===== src/rtl/vc_fifo.sv =====
// vc_fifo: per-virtual-channel circular-buffer FIFO with registered read data,
// occupancy-derived status flags and a sticky overflow/underflow error flag.
module vc_fifo #(
    parameter int unsigned DATA_WIDTH = 12,
    parameter int unsigned ADDR_WIDTH = 3,
    parameter int unsigned AF_THRESH  = 6,
    parameter int unsigned AE_THRESH  = 2
) (
    input  logic                  clk,
    input  logic                  reset,
    input  logic [DATA_WIDTH-1:0] data_in,
    input  logic                  push,
    input  logic                  pop,
    output logic [DATA_WIDTH-1:0] data_out,
    output logic                  valid_out,
    output logic                  empty,
    output logic                  full,
    output logic                  almost_full,
    output logic                  almost_empty,
    output logic [ADDR_WIDTH:0]   count,
    output logic                  fifo_error
);

    localparam int unsigned          DEPTH     = 1 << ADDR_WIDTH;
    localparam logic [ADDR_WIDTH:0]  DEPTH_CNT = (ADDR_WIDTH+1)'(DEPTH);
    localparam logic [ADDR_WIDTH:0]  AF_CNT    = (ADDR_WIDTH+1)'(AF_THRESH);
    localparam logic [ADDR_WIDTH:0]  AE_CNT    = (ADDR_WIDTH+1)'(AE_THRESH);

    logic [DATA_WIDTH-1:0] mem [DEPTH];
    logic [ADDR_WIDTH-1:0] wr_ptr;
    logic [ADDR_WIDTH-1:0] rd_ptr;
    logic                  pop_ok;
    logic                  push_ok;
    logic                  reject;

    // Acceptance decode: a push into a full FIFO is allowed only when a pop frees a slot in the same cycle
    always_comb begin
        pop_ok  = pop && (count != '0);
        push_ok = push && ((count != DEPTH_CNT) || pop_ok);
        reject  = (push && !push_ok) || (pop && !pop_ok);
    end

    // Storage array; contents intentionally survive reset
    always_ff @(posedge clk) begin
        if (push_ok) begin
            mem[wr_ptr] <= data_in;
        end
    end

    // Pointers, occupancy, read data and error state
    always_ff @(posedge clk or negedge reset) begin
        if (!reset) begin
            wr_ptr     <= '0;
            rd_ptr     <= '0;
            count      <= '0;
            data_out   <= '0;
            valid_out  <= 1'b0;
            fifo_error <= 1'b0;
        end else begin
            valid_out <= pop_ok;
            if (push_ok) begin
                wr_ptr <= wr_ptr + ADDR_WIDTH'(1);
            end
            if (pop_ok) begin
                data_out <= mem[rd_ptr];
                rd_ptr   <= rd_ptr + ADDR_WIDTH'(1);
            end
            case ({push_ok, pop_ok})
                2'b10:   count <= count + (ADDR_WIDTH+1)'(1);
                2'b01:   count <= count - (ADDR_WIDTH+1)'(1);
                default: count <= count;
            endcase
            if (reject) begin
                fifo_error <= 1'b1;
            end
        end
    end

    // Status flags decode only the registered occupancy
    always_comb begin
        empty        = (count == '0);
        full         = (count == DEPTH_CNT);
        almost_full  = (count >= AF_CNT);
        almost_empty = (count <= AE_CNT);
    end

endmodule

===== config.mk =====
export PLATFORM = sky130hd
export DESIGN_NAME = vc_fifo
export DESIGN_NICKNAME = d
export VERILOG_FILES = /design/src/rtl/vc_fifo.sv
export SDC_FILE = /design/constraint.sdc
export NUM_CORES = 1
export LEC_CHECK = 0
export CAP_MARGIN = 10
export CORE_ASPECT_RATIO = 0.75
export CORE_MARGIN = 4
export CORE_UTILIZATION = 40
export DETAILED_ROUTE_END_ITERATION = 10
export PLACE_DENSITY = 0.67
export SYNTH_ARGS = -nofsm -noshare
export SYNTH_HDL_FRONTEND = slang
export SYNTH_SLANG_ARGS = --single-unit

===== constraint.sdc =====
create_clock -name clk -period 2.8 [get_ports clk]
set_input_delay 0.56 -clock clk [delete_from_list [all_inputs] [get_ports clk]]
set_output_delay 0.56 -clock clk [all_outputs]
set_load 0.03 [all_outputs]

# Word level (Yosys, flattened, before mapping)
# Memory sizes are Yosys's and may differ from the RTL's. A register that Yosys moved wholly into a read port is not among the register bits.
# Cells that the tools add are included.
[totals]
regBits = 12
mem_bits_rw = 96
in_bits = 16
output_inout_bits = 22
elab_cells = 31
mem_count = 1
[memory_table]
columns = ["name", "words", "word_bits", "rd", "rd_ports_with_merged_regs", "wr", "line_no", "rtl"]
rows = [
  ["mem", 8, 12, 1, 1, 1, "29", "logic [DATA_WIDTH-1:0] mem [DEPTH];"],
]
[classes]
add_sub_neg = 4
n_lt_le_gt_ge = 2
n_eq_ne = 4
n_mux = 3
n_reduce_logical = 12
[op_table]
columns = ["operator", "n"]
rows = [
  ["$pmux W4 S2", 1],
  ["$add A3 B1 Y3 const B", 2],
  ["$add A4 B1 Y4 const B", 1],
  ["$eq A4 B4 Y1 const B", 1],
  ["$ge A4 B3 Y1 const B", 1],
  ["$le A4 B2 Y1 const B", 1],
  ["$logic_and A1 B1 Y1", 4],
  ["$logic_not A4 Y1", 1],
  ["$ne A4 B4 Y1 const B", 1],
  ["$reduce_bool A4 Y1", 1],
  ["$sub A4 B1 Y4 const B", 1],
  ["$logic_not A1 Y1", 3],
  ["$eq A2 B1 Y1 const B", 1],
  ["$eq A2 B2 Y1 const B", 1],
  ["$logic_or A1 B1 Y1", 2],
  ["$mux W1", 2],
  ["$reduce_bool A2 Y1", 1],
]

# Depth between registers and ports, before layout
# Gate-level depths: netlist of the first run.
[logic_depth]
word_depth = 7
mapped_depth = 9
mapped_depth_nobuf = 8

# Least setup slack after synthesis of the first run
# Ideal clock, no wire load.
[synth_path]
path_type = "reg-to-reg"
start = "reg count[2]"
end = "reg count[3]"
setup_ns = 0.083
t_arrival_ns = 2.457
required_ns = 2.717
setup_slack_ns = 0.260
stages_incl_launch_ff = 10
path_buffers = 1
period_less_slack_ns = 2.540
path_cell_list = "dfrtp_1 > o41ai_1 > buf_2 > or2_2 > inv_1 > ha_1 > a21o_1 > a21oi_1 > mux2_2 > o21ai_0"
[synth_between]
elab_chain_cells = 6
word_cells_on_any_way = 11
classes_between = "add/sub (2); eq/ne (3); mux (1); reduce/logical (5)"
[synth_lines]
columns = ["element", "line_no", "rtl"]
rows = [
  ["start, declared", "20", "output logic [ADDR_WIDTH:0] count,"],
  ["start signal, assigned", "69", "2'b10: count <= count + (ADDR_WIDTH+1)'(1);"],
  ["start signal, assigned", "70", "2'b01: count <= count - (ADDR_WIDTH+1)'(1);"],
  ["start signal, assigned", "71", "default: count <= count;"],
  ["$reduce_bool A4 Y1", "38", "pop_ok = pop && (count != '0);"],
  ["$logic_and A1 B1 Y1", "38", ""],
  ["$logic_or A1 B1 Y1", "39", "push_ok = push && ((count != DEPTH_CNT) || pop_ok);"],
  ["$logic_and A1 B1 Y1", "39", ""],
  ["$eq A2 B1 Y1 / $eq A2 B2 Y1 (equally long branches)", "68", "case ({push_ok, pop_ok})"],
  ["$pmux W4 S2 / $reduce_bool A2 Y1 (equally long branches)", "-", ""],
]
# Parallel ways exist; a longest one is shown, timed or not.
# A chain may end at the register's enable or synchronous reset.

# Worst setup path after layout of the first run
[layout_path]
start = "reg count[2]"
end = "out empty"
[layout_between]
elab_chain_cells = 1
[layout_lines]
columns = ["element", "line_no", "rtl"]
rows = [
  ["$logic_not A4 Y1", "81", "empty = (count == '0);"],
  ["end, declared", "16", "output logic empty,"],
]
# Every way passes these cells.

==> results by group, run 1 <==
CTS
  • Hold Buf Count CTS: 0
  • Clock Pin Slew Worst Setup and Hold Paths: 50 ps
  • Total CTS buffers: 17
  • Root Buffer: clkbuf_16
  • H-tree Lvls: 4
  • Post-CTS setup repair buffer count: 0
  • TritonCTS clock tree: built
  • Clock latency on the worst-skew pair: 400 ps
  • Clock tree buffer depth: 2
  • CTS Sinks: 120
  • CTS resizes: 2

Power and ir drop
  • Peak supply drop: 551 uV
  • PwrDens: 1140 nW/um^2
  • Leak: 0.00221 uW

Timing
  • Clock skew: 7.57 ps
  • Worst-Margin Slew: 623 ps
  • Fin crit share: 0.891
  • Post-route minimum period: 2490 ps
  • Fmax: 401 MHz
  • Worst slew margin: 0.585
  • Count of final setup violators: 0
  • Hold WS: 471 ps
  • Final Hold Fails: 0
  • Setup TNS: 0 ps
  • RSZ-0062 raised after global routing: false
  • Max-slew violation count: 0

Logic synthesis
  • Ys Warns: 0
  • Area contributors post-synth: edfxtp_1 60%, dfrtp_1 12%, mux2_2 5.8%
  • Top-area cell type share of the netlist area: 0.597
  • Gate Count Post-Synth: 297
  • Biggest area consumer among synthesized cells: edfxtp_1
  • Syn Std Cell Area: 4830 um^2
  • Post-Syn Nets: 318
  • FF+latch count, synth: 120
  • Cell variety after synth: 37
  • Sequential area share after synthesis: 0.721
  • Syn avg cell area: 16.3 um^2

Global routing
  • Antenna violations before repair: 0
  • Vias in the first global route: 2613
  • First-pass GRT wire length: 14.5 mm
  • Largest net degree at the start of global routing: 30
  • Gr usage total: 0.144
  • Grt total ovfl: 0

Outcome
  • Status: completed

Setup path
  • CP startpoint kind: register
  • Endpoint class of the critical path: output port
  • Crit-path max FO: 7
  • CP required: 2240 ps
  • Worst path arrival time: 1930 ps
  • Critical path type: reg2out

Drt
  • Wirelength, routed: 9.16 mm
  • Met2 WL: 4.17 mm
  • Iter 0 DRT Violations: 177
  • DR WL met3: 537 um
  • Detail Route Antenna Nets: 0
  • Via count: 2653
  • Via-to-Cell Ratio: 5.01
  • WL/cell: 17.3 um
  • Wl on met1: 4.41 mm
  • DRC: 0
  • Drt pass-1 iters: 6
  • Max Used Layer: met4

Placement
  • Routability cong.: 0.730
  • Inst Count DP: 498
  • DP HPWL: 5.87 mm
  • Port Buffers: 37

Floorplanning
  • Initial Utilization: 0.413
  • Die width: 135 um
  • I/O pins: 38
  • Die H: 103 um
  • Core Box Area: 11700 um^2
  • Site Rows: 34
  • Die Area: 13900 um^2

Final layout
  • # diodes: 0
  • Layout cell share with drive strength beyond 1: 0.207
  • Non-filler cells, final: 530
  • Syn-to-layout area delta: 24.7%
  • Final Net Count: 376
  • Most common cell after layout, fill and taps aside: edfxtp_1
  • Leading cell types in the layout, fill and taps excluded: 96 x edfxtp_1, 35 x clkdlybuf4s50_1, 26 x mux2i_1

Job
  • Max_cap viols: 0

Min path
  • Worst hold path class: reg2reg
metal layers:
metal  GRT usage  vias up
met5           0        -
met2       0.217       58
met1       0.195     1333
met4      0.0383        0
met3      0.0600        4
li1            -     1258
path summary, 6_finish.rpt:
kind	start	end	slack, ps	cells after the start
setup / recovery	count[2]$_DFFE_PN0P_	empty	310	3
hold / removal	data_out[0]$_DFFE_PN0P_	data_out[0]$_DFFE_PN0P_	470	2
setup reg to reg	count[2]$_DFFE_PN0P_	count[3]$_DFFE_PN0P_	530	8
hold reg to reg	data_out[0]$_DFFE_PN0P_	data_out[0]$_DFFE_PN0P_	470	2
max in group asynchronous	reset	rd_ptr[0]$_DFFE_PN0P_	2030	2
min in group asynchronous	reset	fifo_error$_DFFE_PN0P_	510	2
synthesized netlist by cell type:
cell type	number
nand2_1	22
nor3b_1	1
a221o_1	12
o21ai_0	5
inv_2	1
mux2i_1	26
o41ai_1	1
xnor2_1	5
buf_4	3
edfxtp_1	96
nor2_1	11
buf_2	6
a21oi_1	2
nand2b_1	5
o31a_1	1
inv_1	4
nor3_1	2
mux2_1	1
buf_6	1
nand3_1	1
a21o_1	1
mux2_4	1
o21bai_1	1
ha_1	4
a311oi_4	1
or2_2	1
nor2b_1	1
o21ai_1	8
xor2_1	2
fa_1	1
clkbuf_1	5
a211oi_1	1
or3_1	2
mux2_2	25
dfrtp_1	24
o22ai_1	12
nand3b_1	1
cell families after synthesis:
kind of cell	synth area share
AO/OA/AOI/OAI	0.0697
XOR/XNOR	0.0127
adder cells (fa/ha/maj)	0.0145
buffers and inverters	0.0210
flip-flops	0.721
multiplexers	0.118
AND/OR/NAND/NOR	0.0435
metrics by stage:
| step | area, um^2 | util | setup slack (ps) | total power, uW |
|---|---|---|---|---|
| final | 6020 | 0.515 | 305 | 6860 |
| after global routing | 6020 | 0.515 | 198 | 7240 |
| after global placement | 5480 | 0.468 | 181 | 4870 |
| after detailed placement | 5480 | 0.468 | 98.8 | 4930 |
| after CTS | 6020 | 0.515 | 278 | 6940 |
| after floorplan | 4830 | - | 260 | 4070 |
critical path, stage by stage, from the launching register on:
cell           delay (ps)
dfrtp_1               450
or3_1                 540
nor2_1                130
dlygate4sd2_1         410
layout make-up:
type	instances	area (um^2)
clock inverter	12	109
inverter	5	18.8
fill	963	5680
tap	162	203
multi-input combinational	157	1260
clock buffer	20	437
timing repair buffer	54	508
sequential	120	3480
report_power, final:
group | leakage, uW | switching [uW] | internal, uW
clock network | 0.000270 | 705 | 1290
registers | 0.00115 | 273 | 2330
logic | 0.000788 | 1260 | 1010
total | 0.00221 | 2240 | 4630
flip-flops by register name (all words and copies together) (netlist names):
signal,cells
count,4
wr_ptr,3
data_out,12
mem,96
fifo_error,1
rd_ptr,3
valid_out,1
Power figures use the tool's default switching activity.
==> run 2, diff against run 1 <==
Settings changed: PLACE_DENSITY 0.67 to 0.64.
==> results by group, run 2 (synthesized netlist as in run 1, its figures left out) <==
Outcome
  • Status: completed (unchanged)

CTS
  • Clock tree buffer depth: 2 (unchanged)
  • Clock latency on the worst-skew pair: 410 ps (was 400 ps)
  • CTS Sinks: 120 (unchanged)
  • Total CTS buffers: 17 (unchanged)
  • Root Buffer: clkbuf_16 (unchanged)
  • TritonCTS clock tree: built (unchanged)
  • Clock Pin Slew Worst Setup and Hold Paths: 60 ps (was 50 ps)
  • H-tree Lvls: 4 (unchanged)
  • Post-CTS setup repair buffer count: 0 (unchanged)

Floorplanning
  • Die width: 135 um (unchanged)
  • Site Rows: 34 (unchanged)
  • Die H: 103 um (unchanged)
  • Die Area: 13900 um^2 (unchanged)
  • Initial Utilization: 0.413 (unchanged)
  • Core Box Area: 11700 um^2 (unchanged)
  • I/O pins: 38 (unchanged)

Setup path
  • CP startpoint kind: register (unchanged)
  • CP required: 2240 ps (about the same)
  • WP buf/inv: 1 (unchanged)
  • Critical path type: reg2out (unchanged)
  • Slowest cell on the critical path: clkdlybuf4s50_1 (was or3_1)
  • Worst path arrival time: 1830 ps (was 1930 ps)
  • Endpoint class of the critical path: output port (unchanged)
  • Largest delay contributor family on the critical path: buffers and inverters (was simple AND/OR/NAND/NOR gates)
  • Worst path max stage delay: 710 ps (was 540 ps)
  • Worst-path cell chain: a211oi_1 > clkdlybuf4s50_1 (was or3_1 > nor2_1 > dlygate4sd2_1)
  • Crit-path max FO: 7 (unchanged)

Timing
  • Setup TNS: 0 ps (unchanged)
  • Max-slew violation count: 0 (unchanged)
  • Worst slew margin: 0.608 (was 0.585)
  • Hold WS: 475 ps (was 471 ps)
  • Fmax: 419 MHz (was 401 MHz)
  • Fin crit share: 0.853 (was 0.891)
  • Final Hold Fails: 0 (unchanged)
  • RSZ-0062 raised after global routing: false (unchanged)
  • Count of final setup violators: 0 (unchanged)
  • Post-route minimum period: 2390 ps (was 2490 ps)
  • Clock skew: 9.84 ps (was 7.57 ps)
  • Worst-Margin Slew: 588 ps (was 623 ps)

Power and ir drop
  • Leak: 0.00226 uW (was 0.00221 uW)
  • Peak supply drop: 545 uV (was 551 uV)
  • PwrDens: 1150 nW/um^2 (was 1140 nW/um^2)

Global routing
  • Vias in the first global route: 2588 (was 2613)
  • Largest net degree at the start of global routing: 30 (unchanged)
  • First-pass GRT wire length: 14.1 mm (was 14.5 mm)
  • Grt total ovfl: 0 (unchanged)
  • Gr usage total: 0.140 (was 0.144)
  • Antenna violations before repair: 0 (unchanged)

Final layout
  • Util after Layout: 0.520 (was 0.515)
  • Most flops, register: mem (unchanged)
  • Layout cell share with drive strength beyond 1: 0.229 (was 0.207)
  • Top flop regs: mem x96, data_out x12, count x4 (unchanged)
  • Largest register FFs: 96 (unchanged)
  • Fill cells: 940 (was 963)
  • Final Net Count: 379 (was 376)
  • Most common cell after layout, fill and taps aside: edfxtp_1 (unchanged)
  • # diodes: 0 (unchanged)
  • Leading cell types in the layout, fill and taps excluded: 96 x edfxtp_1, 35 x clkdlybuf4s50_1, 26 x mux2i_1 (unchanged)
  • Syn-to-layout area delta: 26.0% (was 24.7%)

Job
  • Max_cap viols: 0 (unchanged)

Placement
  • DP HPWL: 5.92 mm (was 5.87 mm)
  • Port Buffers: 37 (unchanged)
  • Routability cong.: 0.748 (was 0.730)

Min path
  • Worst hold path class: reg2reg (unchanged)

Drt
  • Via count: 2640 (was 2653)
  • Drt pass-1 iters: 4 (was 6)
  • WL/cell: 16.8 um (was 17.3 um)
  • Wirelength, routed: 8.94 mm (was 9.16 mm)
  • Detail Route Antenna Nets: 0 (unchanged)
  • Iter 0 DRT Violations: 187 (was 177)
  • Via-to-Cell Ratio: 4.95 (was 5.01)
  • DRC: 0 (unchanged)
==> run 2: cell types whose count changed in the layout (fill, tap and decap cells not counted), sizes merged <==
cell and delta:
inv +5, buf +3, clkbuf -3, clkinv -3
dlygate4sd2 -2, dlymetal6s2s +2, clkinvlp +1
==> run 2: layout make-up <==
type | count | area (um^2) | area share
clock inverter | 15 | 168 | 0.0275
multi-input combinational | 157 | 1260 | 0.208
sequential | 120 | 3480 | 0.572
timing repair buffer | 57 | 526 | 0.0863
tap | 162 | 203 | 0.0333
inverter | 5 | 18.8 | 0.00308
clock buffer | 17 | 425 | 0.0699
==> run 2: worst paths after layout <==
kind | startpoint | endpoint | slack [ps] | cells after the start
max in group asynchronous | reset | rd_ptr[0]$_DFFE_PN0P_ | 2030 | 2
min in group asynchronous | reset | count[2]$_DFFE_PN0P_ | 510 | 2
setup reg to reg | count[2]$_DFFE_PN0P_ | count[3]$_DFFE_PN0P_ | 550 | 8
hold / removal | fifo_error$_DFFE_PN0P_ | fifo_error$_DFFE_PN0P_ | 470 | 1
hold reg to reg | fifo_error$_DFFE_PN0P_ | fifo_error$_DFFE_PN0P_ | 470 | 1
setup / recovery | count[1]$_DFFE_PN0P_ | almost_empty | 410 | 2
==> run 2: metal layers <==
| metal | routed length [um] | up-vias | track usage |
|---|---|---|---|
| li1 | - | 1267 | - |
| met1 | 4040 | 1298 | 0.187 |
| met2 | 4160 | 67 | 0.214 |
| met3 | 650 | 8 | 0.0484 |
| met4 | 89 | 0 | 0.0540 |
| met5 | 0 | - | 0 |
==> run 2: through the flow <==
stage                     std cells  power (uW)  worst slack [ps]  cell area [um^2]
after floorplan                 297        4070               260              4830
after global placement          501        4860               181              5490
after detailed placement        501        4900               119              5490
after CTS                       533        7040              11.9              6080
final                           533        6970               412              6090
after global routing            533        7350               323              6090
==> run 2: repair_timing <==
action,4_1_cts,5_1_grt
hold buffers,0,0
resized for setup,0,2
endpoints found under the setup margin,0,2
==> run 2: power by group <==
part           switching (uW)  internal [uW]  leakage (uW)
Sequential                269           2320       0.00115
Combinational            1250           1010      0.000825
Clock                     795           1330      0.000285
==> run 3, diff against run 2 <==
Settings changed: CORE_UTILIZATION 40 to 57, PLACE_DENSITY 0.64 to 0.84.
==> results by group, run 3 (synthesized netlist as in run 1, its figures left out) <==
Setup path
  • Reg2Reg Setup Slack: 520 ps (was 550 ps)
  • Crit-path max FO: 7 (unchanged)
  • Critical path type: reg2out (unchanged)
  • CP startpoint: count[2]$_DFFE_PN0P_ (was count[1]$_DFFE_PN0P_)
  • Worst reg-to-reg path cell count: 8 (unchanged)
  • Worst path arrival time: 1940 ps (was 1830 ps)
  • Endpoint class of the critical path: output port (unchanged)
  • CP endpoint: full (was almost_empty)
  • RR Endpoint: count[3]$_DFFE_PN0P_ (unchanged)
  • CP required: 2240 ps (about the same)
  • Beginning of the worst register-to-register path: count[2]$_DFFE_PN0P_ (unchanged)
  • CP startpoint kind: register (unchanged)

Min path
  • Worst hold path class: reg2reg (unchanged)

Final layout
  • Layout cell share with drive strength beyond 1: 0.199 (was 0.229)
  • Leading cell types in the layout, fill and taps excluded: 96 x edfxtp_1, 35 x clkdlybuf4s50_1, 26 x mux2i_1 (unchanged)
  • Most common cell after layout, fill and taps aside: edfxtp_1 (unchanged)
  • Largest register FFs: 96 (unchanged)
  • # diodes: 0 (unchanged)
  • Util after Layout: 0.734 (was 0.520)
  • Final Net Count: 375 (was 379)
  • FF/Latch Area: 3480 um^2 (unchanged)
  • Syn-to-layout area delta: 22.5% (was 26.0%)
  • Most flops, register: mem (unchanged)
  • Fill cells: 501 (was 940)
  • Area of the multi-input gates: 1250 um^2 (was 1260 um^2)
  • Top flop regs: mem x96, data_out x12, count x4 (unchanged)

Global routing
  • Gr usage total: 0.208 (was 0.140)
  • Vias in the first global route: 2723 (was 2588)
  • Grt total ovfl: 0 (unchanged)
  • Largest net degree at the start of global routing: 32 (was 30)
  • Antenna violations before repair: 0 (unchanged)
  • First-pass GRT wire length: 14.7 mm (was 14.1 mm)

Power and ir drop
  • Final total power: 6780 uW (was 6970 uW)
  • PwrDens: 1150 nW/um^2 (about the same)
  • Leak: 0.00220 uW (was 0.00226 uW)
  • Peak supply drop: 676 uV (was 545 uV)

Floorplanning
  • Die H: 87.7 um (was 103 um)
  • I/O pins: 38 (unchanged)
  • Die Area: 10000 um^2 (was 13900 um^2)
  • Die width: 114 um (was 135 um)
  • Initial Utilization: 0.600 (was 0.413)
  • Site Rows: 28 (was 34)
  • Core Box Area: 8060 um^2 (was 11700 um^2)

Drt
  • WL/cell: 19.8 um (was 16.8 um)
  • Iter 0 DRT Violations: 171 (was 187)
  • Via-to-Cell Ratio: 5.72 (was 4.95)
  • Detail Route Antenna Nets: 0 (unchanged)
  • DRC: 0 (unchanged)
  • Drt pass-1 iters: 4 (unchanged)
  • Via count: 2699 (was 2640)
  • Wirelength, routed: 9.35 mm (was 8.94 mm)

CTS
  • Post-CTS setup repair buffer count: 0 (unchanged)
  • TritonCTS clock tree: built (unchanged)
  • CTS Sinks: 120 (unchanged)
  • H-tree Lvls: 4 (unchanged)
  • Root Buffer: clkbuf_16 (unchanged)
  • Clock tree buffer depth: 2 (unchanged)
  • Clock latency on the worst-skew pair: 410 ps (about the same)
  • Hold Buf Count CTS: 0 (unchanged)
  • Total CTS buffers: 17 (unchanged)
  • Clock Pin Slew Worst Setup and Hold Paths: 50 ps (was 60 ps)

Timing
  • Final Hold Fails: 0 (unchanged)
  • Worst slew margin: 0.591 (was 0.608)
  • Fmax: 401 MHz (was 419 MHz)
  • Count of final setup violators: 0 (unchanged)
  • Fin crit share: 0.892 (was 0.853)
  • Clock skew: 6.16 ps (was 9.84 ps)
  • Max-slew violation count: 0 (unchanged)
  • Setup TNS: 0 ps (unchanged)
  • Worst-Margin Slew: 613 ps (was 588 ps)
  • Final setup margin: 303 ps (was 412 ps)
  • RSZ-0062 raised after global routing: false (unchanged)
  • Post-route minimum period: 2500 ps (was 2390 ps)

Job
  • Max_cap viols: 0 (unchanged)

Placement
  • Routability cong.: 0.733 (was 0.748)
  • Pre-CTS setup slack: 101 ps (was 119 ps)
  • Port Buffers: 37 (unchanged)
  • DP HPWL: 5.69 mm (was 5.92 mm)

Outcome
  • Status: completed (unchanged)
-- run 3: changes by cell type in the layout (fill, tap and decap cells not counted), sizes merged --
cell and change:
dlygate4sd2 +1, buf -4, clkinv +2, bufinv -1, inv -5, dlymetal6s2s -1
clkbuf +4
-- run 3: how the worst min path moves through the flow --
stage | to | start | cells past startpoint | slack (ps)
2_1_floorplan | count[0]$_DFFE_PN0P_ | reset | 0 | 260
3_3_place_gp | fifo_error$_DFFE_PN0P_ | fifo_error$_DFFE_PN0P_ | 1 | 460
3_5_place_dp | fifo_error$_DFFE_PN0P_ | fifo_error$_DFFE_PN0P_ | 1 | 470
4_1_cts | fifo_error$_DFFE_PN0P_ | fifo_error$_DFFE_PN0P_ | 1 | 480
5_1_grt | data_out[2]$_DFFE_PN0P_ | data_out[2]$_DFFE_PN0P_ | 2 | 510
6_report | fifo_error$_DFFE_PN0P_ | fifo_error$_DFFE_PN0P_ | 1 | 480
-- run 3: metrics by stage --
stage,std cells,hold slack (ps),cell area [um^2]
floorplan,297,264,4830
global placement,440,459,5390
detailed placement,440,467,5390
CTS,472,479,5910
global route,472,507,5920
finish,472,476,5920
-- run 3: final cells by class --
type                       count  area share
tap                          105      0.0222
clock inverter                11      0.0140
sequential                   120       0.589
inverter                       5     0.00317
multi-input combinational    157       0.212
clock buffer                  21      0.0745
timing repair buffer          53      0.0852
-- run 3: worst max-delay path: stages, from the launching register on --
cell           delay, ps
dfrtp_1              460
or3_1                540
nor2_1               130
dlygate4sd2_1        410
-- run 3: routing by layer --
| metal | track usage | part of all wire | wire (um) |
|---|---|---|---|
| met5 | 0 | 0 | 0 |
| met2 | 0.331 | 0.48 | 4540 |
| met1 | 0.264 | 0.43 | 4040 |
| met3 | 0.0698 | 0.069 | 649 |
| met4 | 0.0949 | 0.014 | 127 |
-- run 3: timing repair --
action / 4_1_cts / 5_1_grt
endpoints found under the setup margin: 1 / 1
resized for setup: 1 / 1
cloned: 0 / 0
-- run 3: power breakdown --
| part | internal [uW] | switching, uW |
|---|---|---|
| sequential | 2330 | 215 |
| clock | 1200 | 705 |
| combinational | 1010 | 1320 |
